<file path="config.mk">
export PLATFORM = sky130hd
export DESIGN_NAME = noc_inject_ni
export DESIGN_NICKNAME = d
export VERILOG_FILES = /design/src/rtl/noc_pkg.sv /design/src/rtl/ni_credit_counter.sv /design/src/rtl/noc_inject_ni.sv
export SDC_FILE = /design/constraint.sdc
export NUM_CORES = 1
export LEC_CHECK = 0
export ABC_AREA = 1
export CAP_MARGIN = 10
export CELL_PAD_IN_SITES_DETAIL_PLACEMENT = 0
export CELL_PAD_IN_SITES_GLOBAL_PLACEMENT = 1
export CORE_UTILIZATION = 33
export DETAILED_ROUTE_END_ITERATION = 8
export GPL_ROUTABILITY_DRIVEN = 1
export MAX_ROUTING_LAYER = met4
export PLACE_DENSITY_LB_ADDON = 0.1
export SLEW_MARGIN = 15
export SYNTH_ARGS = -nofsm -noshare
export SYNTH_HDL_FRONTEND = slang
export SYNTH_SLANG_ARGS = --single-unit
</file>
<file path="constraint.sdc">
create_clock -name clk -period 2.4 [get_ports clk]
set_input_delay 0.48 -clock clk [delete_from_list [all_inputs] [get_ports clk]]
set_output_delay 0.48 -clock clk [all_outputs]
set_load 0.01 [all_outputs]
</file>
<file path="src/rtl/noc_pkg.sv">
// Shared definitions for the NoC injection network interface: flit layout,
// type codes and the injection FSM state encoding.
package noc_pkg;

  localparam int FLIT_W = 35;
  localparam int NUM_VC = 2;

  localparam logic [1:0] FT_HEAD = 2'b10;
  localparam logic [1:0] FT_BODY = 2'b00;
  localparam logic [1:0] FT_TAIL = 2'b01;

  // Offsets into a flit declared [0:FLIT_W-1], bit 0 being the MSB
  localparam int TYPE_OFS  = 0;
  localparam int DST_X_OFS = 2;
  localparam int DST_Y_OFS = 4;
  localparam int SRC_X_OFS = 6;
  localparam int SRC_Y_OFS = 8;
  localparam int DATA_OFS  = 3;

  typedef enum logic [1:0] {
    ST_IDLE,
    ST_HEAD,
    ST_DATA
  } ni_state_t;

endpackage

</file>
<file path="src/rtl/ni_credit_counter.sv">
// Per-VC credit counter: starts full, consumed by flit sends, refilled by
// router acks; an ack with nothing outstanding raises a sticky overflow.
module ni_credit_counter #(
  parameter int BUF_DEPTH = 4,
  parameter int CW        = $clog2(BUF_DEPTH + 1)
) (
  input  logic          clk,
  input  logic          rst_,
  input  logic          dec,
  input  logic          inc,
  output logic [CW-1:0] count,
  output logic          overflow
);

  always_ff @(posedge clk) begin
    if (rst_) begin
      count    <= CW'(BUF_DEPTH);
      overflow <= 1'b0;
    end else begin
      case ({dec, inc})
        2'b10:   count <= count - 1'b1;
        2'b01: begin
          if (count == CW'(BUF_DEPTH)) overflow <= 1'b1;
          else                         count    <= count + 1'b1;
        end
        default: ;
      endcase
    end
  end

endmodule

</file>
<file path="src/rtl/noc_inject_ni.sv">
// Injection NI: turns fabric words into head/body/tail flits for router
// local port 4, with two credit-managed virtual channels picked round-robin.
module noc_inject_ni
  import noc_pkg::*;
#(
  parameter int BUF_DEPTH = 4,
  parameter int CW        = $clog2(BUF_DEPTH + 1)
) (
  input  logic              clk,
  input  logic              rst_,
  input  logic [1:0]        my_xpos,
  input  logic [1:0]        my_ypos,
  input  logic              tx_valid,
  output logic              tx_ready,
  input  logic [31:0]       tx_data,
  input  logic              tx_last,
  input  logic [1:0]        tx_dst_x,
  input  logic [1:0]        tx_dst_y,
  output logic [0:FLIT_W-1] noc_data,
  output logic              noc_valid,
  output logic              noc_vch,
  output logic [1:0]        noc_lck,
  input  logic [1:0]        noc_ack,
  output logic              err_credit
);

  ni_state_t          state, state_nx;
  logic               vc, vc_nx;
  logic               rr_ptr, rr_nx;
  logic [1:0]         dst_x, dst_x_nx;
  logic [1:0]         dst_y, dst_y_nx;
  logic [CW-1:0]      credit [NUM_VC];
  logic [NUM_VC-1:0]  has_credit;
  logic [NUM_VC-1:0]  dec;
  logic [NUM_VC-1:0]  ovf;
  logic               send;
  logic               send_head;
  logic [0:FLIT_W-1]  flit;
  logic [1:0]         lck_nx;

  for (genvar v = 0; v < NUM_VC; v++) begin : gen_vc
    ni_credit_counter #(
      .BUF_DEPTH (BUF_DEPTH),
      .CW        (CW)
    ) u_cnt (
      .clk      (clk),
      .rst_     (rst_),
      .dec      (dec[v]),
      .inc      (noc_ack[v]),
      .count    (credit[v]),
      .overflow (ovf[v])
    );
    assign has_credit[v] = (credit[v] != '0);
    assign dec[v]        = send && (vc == v[0]);
  end

  assign err_credit = |ovf;

  always_comb begin
    state_nx  = state;
    vc_nx     = vc;
    rr_nx     = rr_ptr;
    dst_x_nx  = dst_x;
    dst_y_nx  = dst_y;
    tx_ready  = 1'b0;
    send      = 1'b0;
    send_head = 1'b0;
    flit      = '0;
    case (state)
      ST_IDLE: begin
        if (tx_valid && (has_credit[rr_ptr] || has_credit[~rr_ptr])) begin
          vc_nx    = has_credit[rr_ptr] ? rr_ptr : ~rr_ptr;
          rr_nx    = ~rr_ptr;
          dst_x_nx = tx_dst_x;
          dst_y_nx = tx_dst_y;
          state_nx = ST_HEAD;
        end
      end
      ST_HEAD: begin
        if (has_credit[vc]) begin
          send      = 1'b1;
          send_head = 1'b1;
          flit[TYPE_OFS  +: 2] = FT_HEAD;
          flit[DST_X_OFS +: 2] = dst_x;
          flit[DST_Y_OFS +: 2] = dst_y;
          flit[SRC_X_OFS +: 2] = my_xpos;
          flit[SRC_Y_OFS +: 2] = my_ypos;
          state_nx  = ST_DATA;
        end
      end
      ST_DATA: begin
        // Words offered while reset is asserted must not be taken
        tx_ready = has_credit[vc] && !rst_;
        if (tx_valid && tx_ready) begin
          send = 1'b1;
          flit[TYPE_OFS +: 2]  = tx_last ? FT_TAIL : FT_BODY;
          flit[DATA_OFS +: 32] = tx_data;
          if (tx_last) state_nx = ST_IDLE;
        end
      end
      default: state_nx = ST_IDLE;
    endcase
  end

  // Lock covers the head output cycle through the tail output cycle
  assign lck_nx = (state == ST_DATA || send_head) ? (2'b01 << vc) : 2'b00;

  always_ff @(posedge clk) begin
    if (rst_) begin
      state     <= ST_IDLE;
      vc        <= 1'b0;
      rr_ptr    <= 1'b0;
      dst_x     <= '0;
      dst_y     <= '0;
      noc_data  <= '0;
      noc_valid <= 1'b0;
      noc_vch   <= 1'b0;
      noc_lck   <= '0;
    end else begin
      state     <= state_nx;
      vc        <= vc_nx;
      rr_ptr    <= rr_nx;
      dst_x     <= dst_x_nx;
      dst_y     <= dst_y_nx;
      noc_valid <= send;
      noc_lck   <= lck_nx;
      if (send) begin
        noc_data <= flit;
        noc_vch  <= vc;
      end
    end
  end

endmodule

</file>
---- Word-level counts from Yosys, hierarchy flattened ----
Cells that the tools add are included.
Widths: inputs -> output; s select.
storage, ports and cells
  register bits after elaboration ......... 55
  input port bits ......................... 46
  output and inout bits ................... 41
  word-level logic and storage cells ...... 88
cells by class
  $add $sub $neg .......................... 4
  order comparisons ....................... 3
  equal/unequal tests ..................... 14
  shift-type cells ........................ 1
  muxes and demuxes ....................... 29
  bitwise gates (word level) .............. 3
  reduce and logical (&&, ||, !) cells .... 21
operators by type and width
  cell                 number
  $mux 32              1
  $mux 25              1
  $mux 1               14
  $pmux 7 s2           1
  $ne 2x2->1 const B   6
  $pmux 3 s2           2
  $mux 10              1
  $reduce_and 2->1     5
  $mux 2               4
  $add 3x1->3 const B  2
  $eq 2x1->1 const B   3
  $eq 2x2->1 const B   3
  $eq 3x3->1 const B   2
  $lt 1x2->1 const B   3
  $mux 3               2
  $pmux 2 s3           1
  $reduce_bool 3->1    2
  $sub 3x1->3 const B  2
  $logic_and 1x1->1    5
  $pmux 2 s2           1
  $reduce_and 4->1     1
  $reduce_bool 2->1    2
  $reduce_or 2->1      2
  $not 1->1            3
  other kinds (5)      6

---- Logic depth before layout (Yosys ltp) ----
Gate-level depths: netlist (run 1).
  word-level depth ........................ 11
  mapped depth ............................ 14
  mapped depth without buffers ............ 14

---- Hierarchy ----
A second synthesis (run 1) with hierarchy kept.
second synthesis, totals
  cells, all modules ...................... 404
  area, all modules ....................... 2839.0 µm²
modules (own cells, without submodules)
  module             instances  cells an instance  area each (µm²)  seq. area each (µm²)
  noc_inject_ni      1          334                2371.0           940.9
  ni_credit_counter  2          35                 234.0            80.1

---- Worst setup path after synthesis (run 1) ----
OpenSTA, ideal clock, no wires.
  path type ............................... register to register
  start ................................... register state[0]
  end ..................................... register gen_vc[1].u_cnt.count[2]
  library setup time ...................... 0.132 ns
  arrival ................................. 1.763 ns
  data required time ...................... 2.268 ns
  slack ................................... 0.505 ns
  stages on the path, launching flop included .. 11
  path buffers ............................ 1
  clock period less this slack ............ 1.895 ns
  cell sequence ........................... dfxtp_1 inv_1 ha_1 buf_2 nand3_2 nand2_1 fa_1 inv_1 nand4_1 nand3_1 nand3_1
between the ends
  longest elaborated chain between the ends .. 6
  elaborated cells between the ends (all ways) .. 10
  classes of those cells .................. 5 x eq/ne; 2 x mux; 3 x reduce/logical
RTL lines
  element                                                           RTL line                 source
  start: declaration                                                noc_inject_ni.sv:27      ni_state_t state, state_nx;
  start signal: assignment                                          noc_inject_ni.sv:120     state <= state_nx;
  $eq 2x2->1 or $eq 2x1->1 (tied branches)                          noc_inject_ni.sv:69      case (state)
  $pmux 1 s2 (*)                                                    noc_inject_ni.sv:69
  $logic_and 1x1->1 (*)                                             noc_inject_ni.sv:54      assign dec[v] = send && (vc == v[0]);
  $eq 2x1->1 or $eq 2x2->1 (tied branches)                          ni_credit_counter.sv:20  case ({dec, inc})
  $ne 2x2->1 (no source line) or $reduce_bool 2->1 (tied branches)  n/a
  $reduce_and 2->1 (no source line)                                 n/a
  end signal: assignment                                            ni_credit_counter.sv:17  count <= CW'(BUF_DEPTH);
  end signal: assignment                                            ni_credit_counter.sv:21  2'b10: count <= count - 1'b1;
  end signal: assignment                                            ni_credit_counter.sv:24  else count <= count + 1'b1;
  end: declaration                                                  ni_credit_counter.sv:11  output logic [CW-1:0] count,
Mark *: on every way between the ends. The rest lies on a longest branch, timed or not.
A chain may end at the register's enable or synchronous reset.

---- Worst setup path after layout (run 1) ----
  start ................................... input port rst_
  end ..................................... output port tx_ready
between the ends
  longest elaborated chain between the ends .. 3
RTL lines
  element             RTL line             source
  start: declaration  noc_inject_ni.sv:10  input logic rst_,
  $logic_not 1->1     noc_inject_ni.sv:93  tx_ready = has_credit[vc] && !rst_;
  $logic_and 1x1->1   noc_inject_ni.sv:93
  $mux 1              noc_inject_ni.sv:69
  end: declaration    noc_inject_ni.sv:14  output logic tx_ready,
No other way between the ends.

==> results of run 1 <==
==> area by class of cell <==
type / instances / area, um2 / area share, %
multi-input combinational: 210 / 1280 / 35.12
tap: 102 / 127.6 / 3.502
sequential: 55 / 1102 / 30.24
timing repair buffer: 95 / 940.9 / 25.82
clock buffer: 7 / 86.33 / 2.369
inverter: 23 / 98.84 / 2.712
clock inverter: 1 / 8.758 / 0.2403
==> registers in the layout (all words and copies together) (netlist names) <==
register	flops
noc_data	35
gen_vc.u_cnt.count	6
dst_x	2
dst_y	2
gen_vc.u_cnt.overflow	2
noc_lck	2
state	2
noc_valid	1
noc_vch	1
rr_ptr	1
vc	1
==> worst paths after layout <==
path / startpoint / end / slack, ns
worst min-delay path: gen_vc[0].u_cnt.overflow / gen_vc[0].u_cnt.overflow / 0.46
worst max-delay path: rst_ / tx_ready / 0.13
worst max register to register: state[0] / gen_vc[0].u_cnt.count[2] / 0.35
worst min register to register: gen_vc[0].u_cnt.overflow / gen_vc[0].u_cnt.overflow / 0.46
==> worst max-delay path: stages <==
cell	delay [ns]
clkdlybuf4s50_1	0.50
nor2_4	0.14
and2_1	0.13
clkdlybuf4s50_1	0.54
==> stage by stage <==
step / area (um2) / setup WS, ns
after floorplan: 2600 / 0.5050
after global placement: 3548 / 0.03338
after detailed placement: 3548 / -0.03137
after CTS: 3643 / 0.001122
after global routing: 3645 / 0.06440
final: 3645 / 0.1265
==> metal layers <==
| metal | vias to the layer above | wire length (um) | track usage (%) |
|---|---|---|---|
| met5 | - | 0 | - |
| met4 | 0 | 24 | 3.495 |
| met3 | 2 | 348 | 4.545 |
| met2 | 41 | 3011 | 25.88 |
| met1 | 1072 | 2930 | 19.98 |
| li1 | 1188 | - | - |
==> cells by family after synthesis <==
family	Yosys count	synth area share, %
flops	55	42.35
buf+inv	40	8.422
compound gates	64	14.58
simple gates	140	31.18
fa+ha+maj	6	3.465
==> report_power, final <==
| group | switching (mW) | leakage [nW] | total [mW] | internal (mW) |
|---|---|---|---|---|
| combinational | 0.265 | 0.853 | 0.486 | 0.221 |
| clock | 0.308 | 0.0484 | 0.546 | 0.238 |
| sequential | 0.0479 | 0.446 | 1.01 | 0.964 |
| total | 0.621 | 1.35 | 2.04 | 1.42 |
==> Yosys cell counts (3+ instances only) <==
library cell,n
nor2_1,11
o21ai_0,9
buf_4,4
inv_1,18
buf_6,3
a21oi_2,10
nand2_2,5
nand2_1,53
clkbuf_1,7
nand3_1,37
nor2_4,3
nand3_2,7
nand2_4,11
a21oi_1,31
nand4_1,7
a22oi_1,8
o21ai_1,5
ha_1,4
dfxtp_1,55
==> layout by cell type (no fill, tap or decap), drive strengths merged <==
master	count
clkdlybuf4s50	86
nand2	71
dfxtp	55
nand3	44
a21oi	41
inv	23
nor2	14
o21ai	14
buf	9
a22oi	8
nand4	8
clkbuf	7
ha	4
nand3b	2
fa	2
and2	1
a31oi	1
clkinv	1
==> results.ini, run 1 <==
[power_and_ir_drop]
p_per_area_nw_per_um2=560.7
total_power_mw=2.044
p_leak_nw=1.347
irDropWorstVdd_v=0.0002184

[timing]
fin_crit_ns=2.274
maxClockFrequency_mhz=439.8
setup_viol=0
slew_headroom_pct=72.05
min_period_over_period_pct=94.73
grt_setup_unrepaired=no
final_max_slew_viol_count=0
whs_ns=0.4562
setup_tns_ns=0
clock_skew_ns=0.007380
hold_viol_final=0
worstMarginPinSlew_ns=0.4193

[die]
row_count=32
io_pins=87
chipWidth_um=90.76
die_area_um2=8237
start_util_pct=33.82
fp.dieH_um=90.76
core_um2=7687

[placed_design]
dp_cells=485
dpl.hpwl_mm=4.368
gp_congestion=0.7604
io_buffer_count=86

[routing]
dr.pass1.iters=4
drt_wl_total_mm=6.315
drt_iter0_drc=88
drc=0
wl_per_cell_um=12.81
drt-vias-per-instance=4.671
vias=2303
drtAntennaViolNets=0

[logic_synthesis]
synth_edf_count=0
synth.avg_cell_area_um2=8.525
synth_top_area_share_pct=42.35
synth_area_leaders=dfxtp_1 42%, nand2_1 7.7%, nand3_1 7.1%
ys.flop_type=dfxtp_1
netlist_area_um2=2600
syn_inst=305
syn_nets=357
ys_warn_count=0
yosysSeqAreaShare_pct=42.35
synth_seq_cells=55
synth.distinct_cells=30
yosysTopAreaCell=dfxtp_1
async_flop_share_pct=0

[final_layout]
utilization_pct=47.41
instances_no_fill=493
drive_above_1_share_pct=15.60
fillers=749
nets=442
diodes=0
area_delta_synth_final_pct=40.18

[critical_path]
crit_fanout=4
worst_ep_arrival_time_ns=1.79
path_class=in2out
cp-start-kind=input port
crit_path_end_kind=output pin
worstPathRequired_ns=1.92
r2r_cells=11

[global_routing]
grt_pass1_wl_mm=10.36
grt_pass1_vias=2168
grt_max_degree=34
gr-total-overflow=0
grtUsageTotal_pct=16.08
antenna_found_initial=0

[clocking]
cts_hold_buf=0
cts_resized=0
cts_tree=built
path_clk_slew_ns=0.10
cts_setup_buffers=0
cts.htree.levels=2
clk_path_buf_depth=2
clock_latency_ns=0.30
clkSinkCount=55
numCtsBuffers=5
cts_root_buf=clkbuf_8

[job]
drv_cap=0

[worst_hold_path]
hold_path.class=reg2reg
min_path_cells=2

[status]
status=completed

No activity file was read; power rests on OpenSTA's default activity.
==> run 2: changes to the inputs <==
--- a/config.mk
+++ b/config.mk
@@ -9,8 +9,9 @@
 export CAP_MARGIN = 10
 export CELL_PAD_IN_SITES_DETAIL_PLACEMENT = 0
 export CELL_PAD_IN_SITES_GLOBAL_PLACEMENT = 1
-export CORE_UTILIZATION = 33
+export CORE_UTILIZATION = 35
 export DETAILED_ROUTE_END_ITERATION = 8
+export DONT_BUFFER_PORTS = 1
 export GPL_ROUTABILITY_DRIVEN = 1
 export MAX_ROUTING_LAYER = met4
 export PLACE_DENSITY_LB_ADDON = 0.1
==> run 2 against run 1 <==
Clock power down 5.1%. Sequential cell count unchanged. Count of clock-buffer cells in the layout shrank 2. Register-to-register slack lost 0.02 ns. Cell area shrank 25%. Fmax is 10% higher. Largest cell class unchanged. Highest routed layer unchanged.
==> results.ini, run 2 (same netlist as run 1, synthesis figures left out) <==
[global_routing]
grtUsageTotal_pct=15.86  ; -0.22 points
gr-total-overflow=0  ; unchanged
grt_pass1_wl_mm=9.204  ; -11%
antenna_found_initial=0  ; unchanged
grt_pass1_vias=1824  ; -16%
grt_max_degree=37  ; +8.8%

[critical_path]
crit_fanout=5  ; +1
crit_slowest_cell=fa_1
crit_path_end_kind=register
path_class=reg2reg
crit_chain=inv_1 > ha_1 > nand4_1 > nand2_1 > nand3_2 > nand2_1 > fa_1 > inv_1 > nand4_1 > nand3_1 > nand3_1
worst_ep_arrival_time_ns=2.26  ; +0.47 ns
path_delay_family=simple AND/OR/NAND/NOR gates
worstPathRequired_ns=2.60  ; +0.68 ns
worst_path_largest_cell_delay_ns=0.40  ; -0.14 ns
cp-start-kind=register
critical_path.n_buffers_inverters=2  ; unchanged

[placed_design]
dpl_cell_area_um2=2649  ; -25%
dp_cells=393  ; -19%
gp_congestion=0.7206  ; -5.2%
io_buffer_count=0  ; -100%
dpl.hpwl_mm=4.008  ; -8.2%

[clocking]
cts_setup_buffers=0  ; unchanged
cts_hold_buf=0  ; unchanged
clk_path_buf_depth=2  ; unchanged
clkSinkCount=55  ; unchanged
numCtsBuffers=5  ; unchanged
cts_resized=0  ; unchanged
cts_root_buf=clkbuf_8
clock_latency_ns=0.31  ; about the same
cts.htree.levels=2  ; unchanged
cts_tree=built
path_clk_slew_ns=0.10  ; about the same

[routing]
drt-vias-per-instance=4.940  ; +5.8%
drtAntennaViolNets=0  ; unchanged
drc=0  ; unchanged
vias=1981  ; -14%
wl_per_cell_um=14.32  ; +12%
drt_iter0_drc=80  ; -9.1%
drt_wl_total_mm=5.744  ; -9.0%
dr.pass1.iters=4  ; unchanged

[timing]
slew_headroom_pct=78.60  ; +6.5 points
clock_skew_ns=0.006149  ; -0.001231 ns
min_period_over_period_pct=86.10  ; -8.6 points
fin_crit_ns=2.067  ; -0.2070 ns
whs_ns=0.2149  ; -0.2413 ns
maxClockFrequency_mhz=483.9  ; +10%
grt_setup_unrepaired=no
final_max_slew_viol_count=0  ; unchanged
setup_viol=0  ; unchanged
hold_viol_final=0  ; unchanged
setup_tns_ns=0  ; unchanged
worstMarginPinSlew_ns=0.3177  ; -0.1016 ns

[die]
die_area_um2=7777  ; -5.6%
row_count=31  ; -3.1%
core_um2=7214  ; -6.2%
start_util_pct=36.04  ; +2.2 points
fp.dieH_um=88.19  ; -2.8%
io_pins=87  ; unchanged
chipWidth_um=88.19  ; -2.8%

[power_and_ir_drop]
irDropWorstVdd_v=0.0002309  ; +5.7%
p_leak_nw=1.015  ; -25%
p_per_area_nw_per_um2=692.5  ; +24%

[worst_hold_path]
hold_path.class=in2reg

[final_layout]
design_area_um2=2736  ; -25%
nets=353  ; -20%
largest_reg_flops=35  ; unchanged
drive_above_1_share_pct=19.21  ; +3.6 points
diodes=0  ; unchanged
top_register=noc_data
utilization_pct=37.93  ; -9.5 points
top_regs=noc_data: 35 flops, gen_vc.u_cnt.count: 6 flops
final_common_cell=dfxtp_1
instances_no_fill=401  ; -19%
area_delta_synth_final_pct=5.245
final_cell_mix=55 x dfxtp_1, 53 x nand2_1, 37 x nand3_1

[job]
drv_cap=0  ; unchanged

[status]
status=completed

==> run 2: routing by layer <==
layer	GRT usage (%)	part of all wire, %	vias to the layer above
met2	23.71	47	52
met5	-	0	-
met4	4.399	0.38	0
li1	-	-	1014
met1	21.00	47	912
met3	4.241	5.1	3
==> run 2: final timing paths <==
check | startpoint | endpoint | slack, ns | depth (start not counted)
worst max register to register | state[0] | gen_vc[1].u_cnt.count[2] | 0.33 | 11
worst max-delay path | state[0] | gen_vc[1].u_cnt.count[2] | 0.33 | 11
worst min register to register | gen_vc[0].u_cnt.overflow | gen_vc[0].u_cnt.overflow | 0.46 | 2
worst min-delay path | rst_ | noc_data[20] | 0.21 | 1
==> run 2: where the power goes <==
group          internal, mW  switching (mW)
clock                 0.206           0.312
sequential            0.964          0.0520
combinational         0.127           0.234
total                  1.30           0.598
==> run 2: worst register-to-register path: stages, from the launching register on <==
cell	delay [ns]
dfxtp_1	0.39
inv_1	0.08
ha_1	0.27
nand4_1	0.14
nand2_1	0.10
nand3_2	0.12
nand2_1	0.09
fa_1	0.40
inv_1	0.07
nand4_1	0.12
nand3_1	0.11
nand3_1	0.07
==> run 2: area by class of cell <==
| class | instances | area, um2 |
|---|---|---|
| clock buffers | 5 | 68.82 |
| clock inverters | 3 | 18.77 |
| fillers | 777 | 4478 |
| inverters | 23 | 98.84 |
| multi-input cells | 210 | 1280 |
| flip-flops and latches | 55 | 1101 |
| well taps | 99 | 123.9 |
| repair buffers | 6 | 45.04 |
==> run 2: stage by stage <==
step                      worst slack, ns  total power, mW
after floorplan                    0.5050            1.344
after CTS                          0.3452            1.930
final                              0.3335            1.895
after global routing               0.1321            2.015
after global placement             0.4302            1.405
after detailed placement           0.3694            1.404
==> run 3: changes to the inputs <==
--- a/config.mk
+++ b/config.mk
@@ -9,6 +9,7 @@
 export CAP_MARGIN = 10
 export CELL_PAD_IN_SITES_DETAIL_PLACEMENT = 0
 export CELL_PAD_IN_SITES_GLOBAL_PLACEMENT = 1
+export CORE_ASPECT_RATIO = 0.6
 export CORE_UTILIZATION = 35
 export DETAILED_ROUTE_END_ITERATION = 8
 export DONT_BUFFER_PORTS = 1
==> run 3 against run 2 <==
Register-to-register slack worse by 0.05 ns. Wire length rose by 4.9%. Power grew 17%. Largest cell class unchanged. Count of clock-buffer cells in the layout rose by 1. Critical path type unchanged. Combinational power shrank 2%. Largest power group unchanged.
==> results.ini, run 3 (same netlist as run 1, synthesis figures left out) <==
[critical_path]
r2r_cells=12  ; +1
r2r-end=gen_vc[0].u_cnt.count[2]
r2r_start=vc
crit_path_end=gen_vc[0].u_cnt.count[2]
crit_path_end_kind=register
worstPathRequired_ns=2.57  ; -0.03 ns
crit_fanout=8  ; +3
critPathLaunch=vc
path_class=reg2reg
rrSetupSlack_ns=0.28  ; -0.05 ns
worst_ep_arrival_time_ns=2.29  ; +0.03 ns
cp-start-kind=register

[final_layout]
final_common_cell=dfxtp_1
diodes=0  ; unchanged
instances_no_fill=400  ; -0.25%
area_delta_synth_final_pct=8.036
top_register=noc_data
drive_above_1_share_pct=18.67  ; -0.54 points
top_regs=noc_data: 35 flops, gen_vc.u_cnt.count: 6 flops
nets=351  ; -0.57%
final_cell_mix=55 x dfxtp_1, 53 x nand2_1, 37 x nand3_1
largest_reg_flops=35  ; unchanged

[routing]
drt_wl_total_mm=6.023  ; +4.9%
drt-vias-per-instance=4.975  ; +0.71%
drc=0  ; unchanged
wl_per_cell_um=15.06  ; +5.1%
dr.pass1.iters=4  ; unchanged
drtAntennaViolNets=0  ; unchanged
drt_iter0_drc=133  ; +66%
vias=1990  ; +0.45%

[worst_hold_path]
hold_path.class=in2reg

[timing]
whs_ns=0.2475  ; +0.03258 ns
final_max_slew_viol_count=0  ; unchanged
min_period_over_period_pct=88.32  ; +2.2 points
fin_crit_ns=2.120  ; +0.05314 ns
grt_setup_unrepaired=no
hold_viol_final=0  ; unchanged
setup_viol=0  ; unchanged
maxClockFrequency_mhz=471.8  ; -2.5%
clock_skew_ns=0.005851  ; -0.0002980 ns
slew_headroom_pct=73.16  ; -5.4 points
setup_tns_ns=0  ; unchanged
worstMarginPinSlew_ns=0.4020  ; +0.08437 ns

[die]
core_um2=6935  ; -3.9%
io_pins=87  ; unchanged
chipWidth_um=113.3  ; +28%
start_util_pct=37.49  ; +1.4 points
fp.dieH_um=68.76  ; -22%
row_count=23  ; -26%
die_area_um2=7788  ; +0.14%

[placed_design]
io_buffer_count=0  ; unchanged
dp_cells=392  ; -0.25%
dpl.hpwl_mm=4.297  ; +7.2%
gp_congestion=0.7731  ; +7.3%

[clocking]
clock_latency_ns=0.29  ; -0.02 ns
path_clk_slew_ns=0.07  ; -0.03 ns
cts_hold_buf=0  ; unchanged
clk_path_buf_depth=2  ; unchanged
cts_setup_buffers=0  ; unchanged
cts_resized=0  ; unchanged
numCtsBuffers=5  ; unchanged
cts_tree=built
clkSinkCount=55  ; unchanged
cts.htree.levels=2  ; unchanged
cts_root_buf=clkbuf_16

[job]
drv_cap=0  ; unchanged

[power_and_ir_drop]
total_power_mw=2.216  ; +17%
irDropWorstVdd_v=0.0003439  ; +49%
p_leak_nw=1.043  ; +2.7%
p_per_area_nw_per_um2=789.0  ; +14%

[global_routing]
antenna_found_initial=0  ; unchanged
grt_max_degree=37  ; unchanged
grt_pass1_wl_mm=9.114  ; -0.98%
gr-total-overflow=0  ; unchanged
grt_pass1_vias=1748  ; -4.2%
grtUsageTotal_pct=16.08  ; +0.22 points

[status]
status=completed

run 3: cell count changes in the layout (fill, tap and decap cells not counted), sizes merged:
cell	before	now
clkinv	2	1
clkbuf	5	6
inv	24	23
buf	6	4
bufinv	0	1
run 3: critical path: stages (launching register included):
cell and delay (ns):
dfxtp_1 0.57, inv_4 0.10, nand2_1 0.10, nand2_2 0.07, nand4_1 0.09, nand2_1 0.10
nand3_2 0.12, nand2_1 0.09, fa_1 0.40, inv_1 0.07, nand4_1 0.12, nand3_1 0.12
nand3_1 0.08
run 3: stage by stage:
stage                     area [um2]  setup WS [ns]  util (%)
after floorplan                 2600         0.5050         -
final                           2809         0.2803     40.50
after detailed placement        2635         0.3322     37.99
after global placement          2635         0.3229     37.99
after CTS                       2809         0.3113     40.50
after global routing            2809         0.1154     40.50
run 3: power breakdown:
part / leakage, nW / internal [mW] / switching, mW
combinational: 0.510 / 0.122 / 0.230
clock: 0.0868 / 0.519 / 0.323
sequential: 0.446 / 0.964 / 0.0579
total: 1.04 / 1.61 / 0.611
run 3: layer usage:
metal	wire, um	GRT usage, %
met1	3171	22.59
met2	2270	20.86
met3	557	6.906
met4	24	2.961
met5	0	-
run 3: cell type report:
class	instances	area [um2]
Fill cell	715	4126
Multi-Input combinational cell	210	1280
Inverter	23	98.84
Clock inverter	2	35.03
Clock buffer	6	138.9
Sequential cell	55	1101
Timing Repair Buffer	4	30.03
Tap cell	100	125.1
run 3: worst min path at each step:
stage                                         from                  endpoint  slack [ns]  depth (start not counted)
after floorplan           gen_vc[1].u_cnt.overflow  gen_vc[1].u_cnt.overflow        0.44                          2
after global placement    gen_vc[1].u_cnt.overflow  gen_vc[1].u_cnt.overflow        0.44                          2
after detailed placement  gen_vc[0].u_cnt.overflow  gen_vc[0].u_cnt.overflow        0.45                          2
after CTS                                     rst_              noc_data[23]        0.24                          1
after global routing                          rst_              noc_data[23]        0.22                          1
final                                         rst_              noc_data[30]        0.25                          1
